### src/rtl/divider_pkg.sv
// Shared definitions for the restoring divider: default operand width and FSM encoding.
package divider_pkg;

  localparam int unsigned DefaultN = 8;

  typedef enum logic [1:0] {
    StIdle = 2'd0,
    StRun  = 2'd1,
    StDone = 2'd2
  } state_e;

endpackage

### src/rtl/div_step.sv
// One restoring-division iteration: shift in one dividend bit, subtract the divisor if it fits.
module div_step #(
  parameter int unsigned N = 8
) (
  input  logic [N-1:0] rem,
  input  logic         in_bit,
  input  logic [N-1:0] divisor,
  output logic [N-1:0] rem_next,
  output logic         qbit
);

  logic [N:0] t;

  always_comb begin
    t    = {rem, in_bit};
    qbit = (t >= {1'b0, divisor});
    // The difference is below divisor, so the low N bits carry the whole result.
    rem_next = qbit ? (t[N-1:0] - divisor) : t[N-1:0];
  end

endmodule

### src/rtl/divider_16by8.sv
// Sequential 2N-by-N unsigned restoring divider with valid/ready handshakes on both sides.
module divider_16by8
  import divider_pkg::*;
#(
  parameter int unsigned N = DefaultN
) (
  input  logic           clk,
  input  logic           rst,
  input  logic           in_valid,
  output logic           in_ready,
  input  logic [2*N-1:0] dividend,
  input  logic [N-1:0]   divisor,
  output logic           out_valid,
  input  logic           out_ready,
  output logic [N-1:0]   quotient,
  output logic [N-1:0]   remainder,
  output logic           dbz,
  output logic           ovf
);

  localparam int unsigned CntW = $clog2(N + 1);

  state_e          state_q, state_d;
  logic [N-1:0]    rem_q, rem_d;
  logic [N-1:0]    shift_q, shift_d;
  logic [N-1:0]    dvsr_q, dvsr_d;
  logic [CntW-1:0] cnt_q, cnt_d;
  logic [N-1:0]    quo_q, quo_d;
  logic [N-1:0]    rmd_q, rmd_d;
  logic            dbz_q, dbz_d;
  logic            ovf_q, ovf_d;

  logic [N-1:0]    step_rem;
  logic            step_qbit;

  div_step #(
    .N(N)
  ) u_step (
    .rem      (rem_q),
    .in_bit   (shift_q[N-1]),
    .divisor  (dvsr_q),
    .rem_next (step_rem),
    .qbit     (step_qbit)
  );

  always_comb begin
    state_d = state_q;
    rem_d   = rem_q;
    shift_d = shift_q;
    dvsr_d  = dvsr_q;
    cnt_d   = cnt_q;
    quo_d   = quo_q;
    rmd_d   = rmd_q;
    dbz_d   = dbz_q;
    ovf_d   = ovf_q;

    unique case (state_q)
      StIdle: begin
        if (in_valid) begin
          dvsr_d = divisor;
          if (divisor == '0) begin
            state_d = StDone;
            dbz_d   = 1'b1;
            ovf_d   = 1'b0;
            quo_d   = '1;
            rmd_d   = dividend[N-1:0];
          end else if (dividend[2*N-1:N] >= divisor) begin
            // Quotient would need more than N bits.
            state_d = StDone;
            dbz_d   = 1'b0;
            ovf_d   = 1'b1;
            quo_d   = '1;
            rmd_d   = '1;
          end else begin
            state_d = StRun;
            rem_d   = dividend[2*N-1:N];
            shift_d = dividend[N-1:0];
            cnt_d   = '0;
          end
        end
      end
      StRun: begin
        rem_d   = step_rem;
        shift_d = {shift_q[N-2:0], step_qbit};
        cnt_d   = cnt_q + 1'b1;
        if (cnt_q == CntW'(N - 1)) begin
          state_d = StDone;
          quo_d   = {shift_q[N-2:0], step_qbit};
          rmd_d   = step_rem;
          dbz_d   = 1'b0;
          ovf_d   = 1'b0;
        end
      end
      StDone: begin
        if (out_ready) state_d = StIdle;
      end
      default: state_d = StIdle;
    endcase
  end

  always_ff @(posedge clk or posedge rst) begin
    if (rst) begin
      state_q <= StIdle;
      rem_q   <= '0;
      shift_q <= '0;
      dvsr_q  <= '0;
      cnt_q   <= '0;
      quo_q   <= '0;
      rmd_q   <= '0;
      dbz_q   <= 1'b0;
      ovf_q   <= 1'b0;
    end else begin
      state_q <= state_d;
      rem_q   <= rem_d;
      shift_q <= shift_d;
      dvsr_q  <= dvsr_d;
      cnt_q   <= cnt_d;
      quo_q   <= quo_d;
      rmd_q   <= rmd_d;
      dbz_q   <= dbz_d;
      ovf_q   <= ovf_d;
    end
  end

  assign in_ready  = (state_q == StIdle);
  assign out_valid = (state_q == StDone);
  assign quotient  = quo_q;
  assign remainder = rmd_q;
  assign dbz       = dbz_q;
  assign ovf       = ovf_q;

endmodule

### config.mk
export PLATFORM = sky130hd
export DESIGN_NAME = divider_16by8
export DESIGN_NICKNAME = d
export VERILOG_FILES = /design/src/rtl/divider_pkg.sv /design/src/rtl/div_step.sv /design/src/rtl/divider_16by8.sv
export SDC_FILE = /design/constraint.sdc
export NUM_CORES = 1
export LEC_CHECK = 0
export CAP_MARGIN = 20
export CORE_MARGIN = 10
export CORE_UTILIZATION = 54
export DETAILED_ROUTE_END_ITERATION = 10
export PLACE_DENSITY = 0.8
export SKIP_CTS_REPAIR_TIMING = 1
export SLEW_MARGIN = 20
export SYNTH_ARGS = -nofsm -noshare
export SYNTH_HDL_FRONTEND = slang
export SYNTH_SLANG_ARGS = --single-unit
### constraint.sdc
create_clock -name clk -period 2.5 [get_ports clk]
set_input_delay 0.375 -clock clk [delete_from_list [all_inputs] [get_ports clk]]
set_output_delay 0.375 -clock clk [all_outputs]
set_load 0.02 [all_outputs]
==> results.md, run 1 <==
Timing:
- The final-layout setup total negative slack is 0 ns.
- The final period demand of the worst path is 2.378 ns.
- Setup repair after global routing left no endpoint under its margin.
- At the pin with the least slew margin, the transition time is 0.4980 ns.
- The highest clock frequency the design can meet is 420.5 MHz.
- The count of final max-slew check failures is 0.
- Final hold analysis gives a worst-case slack of 0.4083 ns.
- The largest clock skew in the final design is 0.01094 ns.
- The number of hold-slack violations in the final timing report is 0.
- The part of the cycle the worst path needs is 0.9512.
- The total of endpoints with negative setup slack in the final report is 0.
- The tightest slew margin relative to the limit is 0.6675.

Yosys:
- The share of synthesized area in the top cell type comes to 0.4037.
- In the post-synthesis netlist, the cell with the most instances is dfrtp_1.
- The share of the Yosys chip area taken by registers is 0.4037.
- The async set-reset flop share out of synthesis is 1.000.
- The biggest area contributor in the post-synthesis netlist is dfrtp_1.
- Yosys attributes the largest share of cell area to dfrtp_1 (40%), ha_1 (7.1%), mux2i_1 (5.4%), a211oi_1 (4.0%), mux2_4 (4.0%).
- After synthesis the netlist holds a flip-flop and latch count of 48.
- In this run, synthesis inferred 0 flip-flops with an integrated enable.
- Counting every instance in the synthesized netlist gives 289.
- In this run the cell area of the synthesized design comes to 2975 µm².
- When the netlist entered floorplanning its net count stood at 335.
- The synthesized area per cell is 10.30 µm².
- The count of distinct cell types in the synthesized netlist is 59.
- The number of warnings issued by yosys is 0.
- Ranked by instance count, the synthesized netlist is headed by dfrtp_1 (48), inv_1 (26), ha_1 (17), o21ai_0 (17).
- The commonest register cell after synthesis is dfrtp_1.

Layout:
- Summing all flip-flop and latch instances after layout gives 1201 µm².
- Summing all multi-input logic gate instances after layout gives 1584 µm².
- The final-layout fill cell count is 409.
- The filler-free cell count of the finished design is 423.
- Of the cells placed in the final design, the portion with a size suffix greater than 1 is 0.1586.
- The number of antenna diodes is 0.
- From synthesis to final layout, the design area changed by 25.36%.
- The layout net count is 399.

Power:
- Of the total power, the share spent switching nets is 0.4346.
- Summed over all cells, the static leakage comes to 1.683 nW.
- The power share of the clock group is 0.099.
- The sequential fraction of design power is 0.280.
- The cell-internal power is 2.767 mW.
- The share of total power dissipated in combinational logic is 0.622.
- The power consumption is 4.893 mW.
- In this run the power density over the cells is 1312 nW/µm².
- For this design the total switching power over the nets is 2.127 mW.
- The peak supply drop is 708.8 µV.

Clock tree:
- The root buffer cell chosen for the clock tree is clkbuf_8.
- The maximum root-to-sink buffer count is 2.
- The TritonCTS clock tree is built.
- The number of CTS-inserted buffers is 5.
- The sink count of the clock tree is 48.
- The later pin in the worst-skew pair is clocked with a latency of 0.31 ns.
- The number of levels the H-tree was split into is 2.
- The clock input transition at the sequential cells of the worst setup and hold paths is 0.09 ns.

Place:
- At the end of routability-driven placement, the weighted congestion stood at 0.8605.
- During placement, the flow inserted port buffers numbering 47.
- The half-perimeter wire length after placement is 5.848 mm.
- After detailed placement, the design holds a cell count of 416.

Critical path:
- The category of the worst setup path capture point is a flop.
- STA classifies the critical path startpoint as an input port.
- The largest fanout of any net on the critical path is 9.
- The worst reg2reg path depth is 8.
- The endpoint identified for the worst register-to-register timing path is quotient[0].
- The worst reg-to-reg setup slack is 0.18 ns.
- The critical path arrival is 2.55 ns.
- The critical path data required time is 2.67 ns.
- The kind of critical path is in2reg.
- The startpoint identified for the worst register-to-register timing path is dvsr_q[1].
- The launch point of the worst path is dividend[8].

Drt:
- In the routed design, unresolved DRC markers number 0.
- The routed design has 7.583 mm of wire.
- Dividing the detail-routed wire length by the instance count gives 17.93 µm.
- The total number of vias is 2,465.
- The count of nets left with antenna violations once routing finished came out at 0.
- The average vias per placed instance is 5.827.
- The detailed-router iteration count before antenna repair is 4.
- The violation count after the first detailed-route iteration is 187.

Floorplan:
- The die boundary width is 94.23 µm.
- The starting density of the core is 0.5681.
- The count of pins on the block boundary is 48.
- The area of the die is 8879 µm².
- The floorplan step set the die height to 94.23 µm.
- The total area inside the core boundary comes to 5238 µm².
- The total number of placement rows is 26.

GRT:
- The via count of the first global-routing pass was 2,598.
- The number of antenna violations at the first check in global routing is 0.
- The remaining global-route overflow is 0.
- The first global-routing pass estimated 12.70 mm of wire.
- The overall track demand over capacity in global routing is 0.1771.
- Entering global routing, the biggest net connects 34 pins.

Worst hold path:
- The kind of path behind the tightest hold check is in2async.

Job:
- Max-cap violations in this run came to 0.

Run status:
- The flow ran to the end, and the final reports show no timing, DRC or antenna violations.
## per-stage QoR
stage               setup slack (ns)  cell area (µm²)  utilization
CTS                           0.1089             3730       0.7121
finish                        0.1221             3730       0.7121
global route                 0.02022             3730       0.7121
detailed placement           -0.1879             3638       0.6947
global placement            -0.09425             3638       0.6947
floorplan                     0.3699             2975            -
## state kept, by name (all words and copies together) (netlist names)
name	count
dvsr_q	8
quotient	8
rem_q	8
remainder	8
shift_q	8
cnt_q	4
state_q	2
dbz	1
ovf	1
## cell families (layout without fill, tap and decap cells)
| group | after synthesis | after routing | synth area share |
|---|---|---|---|
| adder cells (fa/ha/maj) | 18 | 18 | 0.07822 |
| flip-flops | 48 | 48 | 0.4037 |
| AND/OR/NAND/NOR | 69 | 69 | 0.1220 |
| XOR/XNOR | 3 | 3 | 0.008833 |
| multiplexers | 26 | 26 | 0.1018 |
| buffers and inverters | 39 | 103 | 0.06392 |
| AO/OA/AOI/OAI | 86 | 86 | 0.2216 |
## area by class of cell
| cell class | instances | area share |
|---|---|---|
| Inverter | 26 | 0.02617 |
| Clock buffer | 6 | 0.02214 |
| Clock inverter | 1 | 0.002348 |
| Sequential cell | 48 | 0.3220 |
| Tap cell | 70 | 0.02348 |
| Multi-Input combinational cell | 202 | 0.4247 |
| Timing Repair Buffer | 70 | 0.1791 |
## per-layer routing
metal | share of wire | wire length, µm | vias to the layer above | track usage
li1 | - | - | 1173 | -
met1 | 0.44 | 3313 | 1197 | 0.2241
met2 | 0.47 | 3589 | 75 | 0.2786
met3 | 0.061 | 460 | 20 | 0.04636
met4 | 0.029 | 219 | 0 | 0.07215
met5 | 0 | 0 | - | 0
## layout by cell type, fill, tap and decap left out, types with 3 or more instances in the layout
| cell type | n |
|---|---|
| dfrtp_1 | 48 |
| clkdlybuf4s50_1 | 47 |
| inv_1 | 25 |
| buf_4 | 21 |
| o21ai_0 | 17 |
| ha_1 | 17 |
| mux2i_1 | 16 |
| a211oi_1 | 16 |
| nor2_1 | 15 |
| nand2_1 | 15 |
| nand3_1 | 11 |
| nand2b_1 | 9 |
| a21oi_1 | 8 |
| mux2_4 | 8 |
| a21boi_1 | 8 |
| clkbuf_8 | 6 |
| a32oi_1 | 5 |
| o2bb2ai_1 | 4 |
| nor3_1 | 3 |
| nor2b_1 | 3 |
| o21a_1 | 3 |
## power groups by stage
stage / Clock (mW) / Sequential (mW) / Combinational (mW)
finish: 0.483 / 1.37 / 3.04
global route: 0.521 / 1.41 / 3.36
CTS: 0.491 / 1.37 / 3.04
floorplan: 0 / 1.46 / 1.96
detailed placement: 0 / 1.38 / 3.02
global placement: 0 / 1.37 / 2.93
## worst max-delay path, cell delays in order
cell and delay (ns):
clkdlybuf4s50_1 0.48, inv_1 0.05, ha_1 0.28, nand2b_4 0.14
a211oi_2 0.24, o21bai_2 0.14, a211o_2 0.34, buf_4 0.18
a32oi_1 0.21, o21ai_0 0.10
## worst max-delay path by stage
| stage | end | slack (ns) | cells past startpoint |
|---|---|---|---|
| after floorplan | cnt_q[3] | 0.37 | 8 |
| after global placement | cnt_q[3] | -0.09 | 9 |
| after detailed placement | rem_q[5] | -0.19 | 10 |
| after CTS | shift_q[0] | 0.11 | 10 |
| after global routing | cnt_q[3] | 0.02 | 8 |
| final | rem_q[4] | 0.12 | 10 |
(Power assumes the default switching activity.)
==> inputs of run 2 (changes only) <==
--- a/config.mk
+++ b/config.mk
@@ -5,7 +5,6 @@
 export SDC_FILE = /design/constraint.sdc
 export NUM_CORES = 1
 export LEC_CHECK = 0
-export CAP_MARGIN = 20
 export CORE_MARGIN = 10
 export CORE_UTILIZATION = 54
 export DETAILED_ROUTE_END_ITERATION = 10
==> results of run 2 <==
No change in the layout: final DEF, timing and power equal those of run 1.
